<file path="config.mk">
export PLATFORM = sky130hd
export DESIGN_NAME = game_seq_ctrl
export DESIGN_NICKNAME = d
export VERILOG_FILES = /design/src/rtl/game_seq_ctrl.sv
export SDC_FILE = /design/constraint.sdc
export NUM_CORES = 1
export LEC_CHECK = 0
export ABC_CLOCK_PERIOD_IN_PS = 2380
export CORE_ASPECT_RATIO = 1.25
export CORE_MARGIN = 2
export CORE_UTILIZATION = 25
export CTS_CLUSTER_SIZE = 40
export DETAILED_ROUTE_END_ITERATION = 10
export GPL_TIMING_DRIVEN = 0
export HOLD_SLACK_MARGIN = 0.03
export SLEW_MARGIN = 0
export SYNTH_ARGS = -nofsm -noshare
export SYNTH_HDL_FRONTEND = slang
export SYNTH_SLANG_ARGS = --single-unit
export TNS_END_PERCENT = 30
</file>
<file path="constraint.sdc">
create_clock -name vga_clk -period 2.38 [get_ports vga_clk]
set_input_delay 0.714 -clock vga_clk [delete_from_list [all_inputs] [get_ports vga_clk]]
set_output_delay 0.714 -clock vga_clk [all_outputs]
set_load 0.01 [all_outputs]
</file>
<file path="src/rtl/game_seq_ctrl.sv">
`default_nettype none
// ============================================================================
// Module   : game_seq_ctrl
// Brief    : Key debounce, game state machine, per-frame command word and
//            high-score tracking for the flappy-bird VGA engine (vga_clk).
//            Optional build macro: AUTO_RESTART_EN (leave OVER without a key).
// Revision : 1.0  initial release
// ============================================================================
module game_seq_ctrl #(
    parameter int DEBOUNCE_CYCLES  = 250000,
    parameter int OVER_HOLD_FRAMES = 120,
    parameter int RST_CYCLES       = 16
) (
    input  logic        vga_clk,
    input  logic        sys_rst_n,
    input  logic [9:0]  pix_x,
    input  logic [9:0]  pix_y,
    input  logic [3:0]  key_n,
    input  logic        finish,
    input  logic [19:0] score,
    output logic [3:0]  data_out,
    output logic        game_rst_n,
    output logic [2:0]  state_out,
    output logic        frame_tick,
    output logic [19:0] high_score
);

    localparam int c_db_w   = $clog2(DEBOUNCE_CYCLES + 1);
    localparam int c_hold_w = $clog2(OVER_HOLD_FRAMES + 1);
    localparam int c_rst_w  = $clog2(RST_CYCLES + 1);

    localparam logic [c_db_w-1:0]   c_db_last  = c_db_w'(DEBOUNCE_CYCLES - 1);
    localparam logic [c_hold_w-1:0] c_hold_max = c_hold_w'(OVER_HOLD_FRAMES);
    localparam logic [c_rst_w-1:0]  c_rst_last = c_rst_w'(RST_CYCLES - 1);

    localparam int c_key_flap  = 0;
    localparam int c_key_left  = 1;
    localparam int c_key_start = 2;
    localparam int c_key_right = 3;

    typedef enum logic [2:0] {
        ST_IDLE    = 3'd0,
        ST_PLAY    = 3'd1,
        ST_PAUSE   = 3'd2,
        ST_OVER    = 3'd3,
        ST_RESTART = 3'd4
    } state_t;

    state_t                r_state;
    state_t                w_state_nxt;

    logic [3:0]            r_sync1;
    logic [3:0]            r_sync2;
    logic [3:0]            r_lvl;
    logic [3:0]            w_lvl_nxt;
    logic                  w_flap_press;
    logic                  w_start_press;

    logic                  w_origin;
    logic                  w_run_nxt;
    logic                  w_stay_play;
    logic                  w_flap_nxt;
    logic                  w_hold_done;
    logic                  w_rst_done;
    logic                  w_enter_over;

    logic                  r_flap_pend;
    logic [c_hold_w-1:0]   r_hold_cnt;
    logic [c_rst_w-1:0]    r_rst_cnt;

    // ------------------------------------------------------------------------
    // Key conditioning: samples are inverted on entry so 1 means "pressed".
    // ------------------------------------------------------------------------
    always_ff @(posedge vga_clk or negedge sys_rst_n) begin
        if (!sys_rst_n) begin
            r_sync1 <= '0;
            r_sync2 <= '0;
            r_lvl   <= '0;
        end else begin
            r_sync1 <= ~key_n;
            r_sync2 <= r_sync1;
            r_lvl   <= w_lvl_nxt;
        end
    end

    for (genvar g = 0; g < 4; g++) begin : g_debounce
        logic [c_db_w-1:0] r_cnt;
        logic              w_accept;

        // r_cnt holds the number of consecutive samples that disagreed with
        // the accepted level; the last one of the run flips the level.
        assign w_accept     = (r_sync2[g] != r_lvl[g]) && (r_cnt == c_db_last);
        assign w_lvl_nxt[g] = w_accept ? r_sync2[g] : r_lvl[g];

        always_ff @(posedge vga_clk or negedge sys_rst_n) begin
            if (!sys_rst_n) begin
                r_cnt <= '0;
            end else if ((r_sync2[g] == r_lvl[g]) || w_accept) begin
                r_cnt <= '0;
            end else begin
                r_cnt <= r_cnt + 1'b1;
            end
        end
    end

    assign w_flap_press  = w_lvl_nxt[c_key_flap]  & ~r_lvl[c_key_flap];
    assign w_start_press = w_lvl_nxt[c_key_start] & ~r_lvl[c_key_start];

    // ------------------------------------------------------------------------
    // Frame timing and state transitions
    // ------------------------------------------------------------------------
    assign w_origin    = (pix_x == 10'd0) && (pix_y == 10'd0);
    assign w_hold_done = (r_hold_cnt == c_hold_max);
    assign w_rst_done  = (r_rst_cnt == c_rst_last);

    always_comb begin
        w_state_nxt = r_state;
        case (r_state)
            ST_IDLE: begin
                if (w_start_press) begin
                    w_state_nxt = ST_PLAY;
                end
            end
            ST_PLAY: begin
                if (finish) begin
                    w_state_nxt = ST_OVER;
                end else if (w_start_press) begin
                    w_state_nxt = ST_PAUSE;
                end
            end
            ST_PAUSE: begin
                if (w_start_press) begin
                    w_state_nxt = ST_PLAY;
                end
            end
            ST_OVER: begin
`ifdef AUTO_RESTART_EN
                if (w_hold_done) begin
                    w_state_nxt = ST_RESTART;
                end
`else
                if (w_hold_done && w_start_press) begin
                    w_state_nxt = ST_RESTART;
                end
`endif
            end
            ST_RESTART: begin
                if (w_rst_done) begin
                    w_state_nxt = ST_IDLE;
                end
            end
            default: begin
                w_state_nxt = ST_IDLE;
            end
        endcase
    end

    assign w_enter_over = (r_state == ST_PLAY) && (w_state_nxt == ST_OVER);
    assign w_run_nxt    = (w_state_nxt == ST_PLAY);
    assign w_stay_play  = (r_state == ST_PLAY) && w_run_nxt;

    // A flap landing on the origin cycle belongs to the next frame, so the
    // origin cycle replaces the pending flag instead of accumulating into it.
    always_comb begin
        w_flap_nxt = 1'b0;
        if (w_stay_play) begin
            if (w_origin) begin
                w_flap_nxt = w_flap_press;
            end else begin
                w_flap_nxt = r_flap_pend | w_flap_press;
            end
        end
    end

    // ------------------------------------------------------------------------
    // State register, counters and registered outputs
    // ------------------------------------------------------------------------
    always_ff @(posedge vga_clk or negedge sys_rst_n) begin
        if (!sys_rst_n) begin
            r_state     <= ST_IDLE;
            r_flap_pend <= 1'b0;
            r_hold_cnt  <= '0;
            r_rst_cnt   <= '0;
            data_out    <= '0;
            game_rst_n  <= 1'b1;
            frame_tick  <= 1'b0;
            high_score  <= '0;
        end else begin
            r_state     <= w_state_nxt;
            r_flap_pend <= w_flap_nxt;
            frame_tick  <= w_origin;
            game_rst_n  <= (w_state_nxt != ST_RESTART);

            data_out[0] <= w_flap_nxt;
            data_out[1] <= w_lvl_nxt[c_key_left] & ~w_lvl_nxt[c_key_right] & w_run_nxt;
            data_out[2] <= w_run_nxt;
            data_out[3] <= w_lvl_nxt[c_key_right] & ~w_lvl_nxt[c_key_left] & w_run_nxt;

            if (w_enter_over) begin
                r_hold_cnt <= '0;
                if (score > high_score) begin
                    high_score <= score;
                end
            end else if ((r_state == ST_OVER) && frame_tick && !w_hold_done) begin
                r_hold_cnt <= r_hold_cnt + 1'b1;
            end

            if ((r_state == ST_RESTART) && (w_state_nxt == ST_RESTART)) begin
                r_rst_cnt <= r_rst_cnt + 1'b1;
            end else begin
                r_rst_cnt <= '0;
            end
        end
    end

    assign state_out = r_state;

endmodule
`default_nettype wire
</file>
==> impl_metrics.json <==
{
  "place_ws_ns": -0.6525,
  "die_y_um": 181.3,
  "clk_pin_slew_ns": 0.05,
  "hold_violations": 0,
  "drtIter0Drc": 198,
  "whs_ns": 0.1955,
  "vias_per_cell": 4.250,
  "worst-path-max-fanout": 5,
  "multi_input_area_um2": 3068,
  "drtPass1Iterations": 5,
  "min_path_type": "primary input to asynchronous set/reset pin",
  "fmax_mhz": 428.7,
  "cts-root-buf": "clkbuf_16",
  "grt_usage": 0.1035,
  "start_util": 0.2558,
  "numCtsBuffers": 17,
  "endpoint": "high_score[3]$_DFFE_PN0P_",
  "reg2reg_slack_ns": 0.16,
  "worstMarginPinSlew_ns": 0.4613,
  "cp.arrival_ns": 2.62,
  "routedWlPerCell_um": 12.41,
  "place_area_um2": 7480,
  "layout_min_cycle_time_ns": 2.333,
  "vias": 4420,
  "fin_skew_ns": 0.006692,
  "htree_levels": 4,
  "ff2ff_path_depth": 9,
  "gp_congestion": 0.7334,
  "critPathLaunch": "score[3]",
  "grt-ovfl-total": 0,
  "fillers": 2505,
  "grt_pass1_wl_um": 22240,
  "setup_viol": 0,
  "cts_tree": "built",
  "cts_sinks": 125,
  "worstSetupPathType": "primary input to flop",
  "cts.path.max_buffers": 2,
  "ys.flop_type": "dfrtp_1",
  "regArea_um2": 3129,
  "vdd_drop_max_uv": 421.3,
  "leakagePower_nw": 3.537,
  "async_reset_ff_frac": 1.000,
  "yosysWarningCount": 0,
  "rr_endpoint": "high_score[3]$_DFFE_PN0P_",
  "stdcell_area_um2": 8264,
  "powerDensity_nw_per_um2": 600.0,
  "synth_top_area_cell": "dfrtp_1",
  "die-area_um2": 26440,
  "final_cell_mix": "dfrtp_1, nor2_1, clkdlybuf4s50_1, xor2_1, inv_1",
  "area_growth_pct": 31.44,
  "required_ns": 2.67,
  "final_common_cell": "dfrtp_1",
  "synth-seq-cells": 125,
  "fin_cells": 1040,
  "io_pins": 76,
  "synthTopCellsByArea": "dfrtp_1, nor2_1, xor2_1",
  "finalCritPeriodShare": 0.9801,
  "drv_slew": 0,
  "reg2reg_from": "high_score[7]$_DFFE_PN0P_",
  "hold_buffers": 0,
  "synth_fp_nets": 669,
  "antenna_left": 0,
  "synth_area_um2": 6287,
  "cp-end-kind": "flop",
  "insertion_delay_ns": 0.41,
  "grt_max_degree": 94,
  "fin_ws_ns": 0.04725,
  "drc": 0,
  "start_kind": "primary input",
  "status": "completed",
  "row_count": 64,
  "nets": 772,
  "syn_inst": 594,
  "final_util": 0.3362,
  "wirelength_um": 12910,
  "synth.distinct_cells": 54,
  "yosysSeqAreaShare": 0.4977,
  "cap_viol_max_count": 0,
  "drive_gt1_frac": 0.1690,
  "dp.final_hpwl_um": 9052,
  "place_inst": 1000,
  "antenna_found_initial": 0,
  "synth_top_area_share": 0.4935,
  "core-area_um2": 24580,
  "die_w_um": 145.8,
  "avgSynthCellArea_um2": 10.58,
  "io_buffers": 75,
  "diodes": 0,
  "grt_pass1_vias": 4568,
  "max_slew_margin": 0.6925,
  "synth_edf_count": 0
}
==> worst min-delay path by stage <==
stage	cells after the start	endpoint	slack, ns
3_3_place_gp	0	r_sync2[1]$_DFF_PN0_	0.34
6_report	1	data_out[2]$_DFF_PN0_	0.20
2_1_floorplan	0	r_sync2[0]$_DFF_PN0_	0.33
4_1_cts	1	g_debounce[3].r_cnt[15]$_DFF_PN0_	0.19
5_1_grt	1	g_debounce[3].r_cnt[15]$_DFF_PN0_	0.20
3_5_place_dp	0	r_sync2[0]$_DFF_PN0_	0.34
==> metrics by stage <==
step | power (W) | TNS [ns]
after floorplan | 0.002293 | 0
final | 0.004959 | 0
after global placement | 0.002447 | -581.24
after global routing | 0.005200 | -0.1321
after detailed placement | 0.002455 | -12.87
after CTS | 0.005052 | 0
==> registers in the layout (all words and copies together), names as in the netlist <==
signal,count
high_score,20
data_out,4
r_hold_cnt,7
game_rst_n,1
state_out,3
r_rst_cnt,5
r_lvl,4
g_debounce.r_cnt,72
frame_tick,1
r_sync2,4
r_sync1,4
==> final cells by class <==
class                   count  share of cell area
plain buffers              12             0.01120
clock buffers              22             0.05617
clock inverters            10             0.01393
inverters                  38             0.01726
multi-input cells         419              0.3712
flip-flops and latches    125              0.3787
well taps                 330             0.04996
repair buffers             84              0.1016
==> report_power, final <==
part | switching, W | internal, W
logic | 0.000128 | 0.000125
clock network | 0.000944 | 0.00159
registers | 0.0000176 | 0.00215
==> synth_stat cells (all sizes together) (2+ instances only) <==
library cell,count
dfrtp,124
nor2,110
xor2,41
inv,38
nand3,38
nand2,35
xnor2,33
ha,28
mux2,23
nand4,16
nor4,16
buf,12
a21oi,9
and3,9
nor3,9
nand2b,6
o21ai,5
or2,5
nor2b,4
a21o,3
and2,3
and4,3
nor4b,3
a211oi,2
nor3b,2
nor4bb,2
o211ai,2
o21a,2
or3,2
==> layer usage <==
layer  share of wire  GRT usage  up-vias
met3           0.035    0.03131       12
met5               0          0        -
li1                -          -     2209
met1            0.46     0.1248     2143
met2            0.50     0.1779       56
met4           0.011    0.02980        0
==> worst max-delay path, stage by stage <==
cell,delay [ns]
clkdlybuf4s50_1,0.53
ha_4,0.23
a21oi_2,0.16
a21oi_2,0.09
o31ai_4,0.39
buf_6,0.21
mux2_4,0.30
==> cells by family (layout without fill, tap and decap cells) <==
| family | count (synthesis) | count (layout) | synth area share |
|---|---|---|---|
| flops | 125 | 125 | 0.4977 |
| compound gates | 27 | 27 | 0.03263 |
| simple gates | 266 | 266 | 0.2181 |
| xor+xnor | 74 | 74 | 0.1031 |
| buf+inv | 50 | 166 | 0.03741 |
| fa+ha+maj | 28 | 28 | 0.05572 |
| mux | 24 | 24 | 0.05532 |
==> timing repair <==
action	in CTS	in global routing
cloned	2	0
pin swaps	19	15
setup endpoints to repair	20	21
setup buffers	2	4
resized for setup	31	20
(Power assumes the default switching activity.)
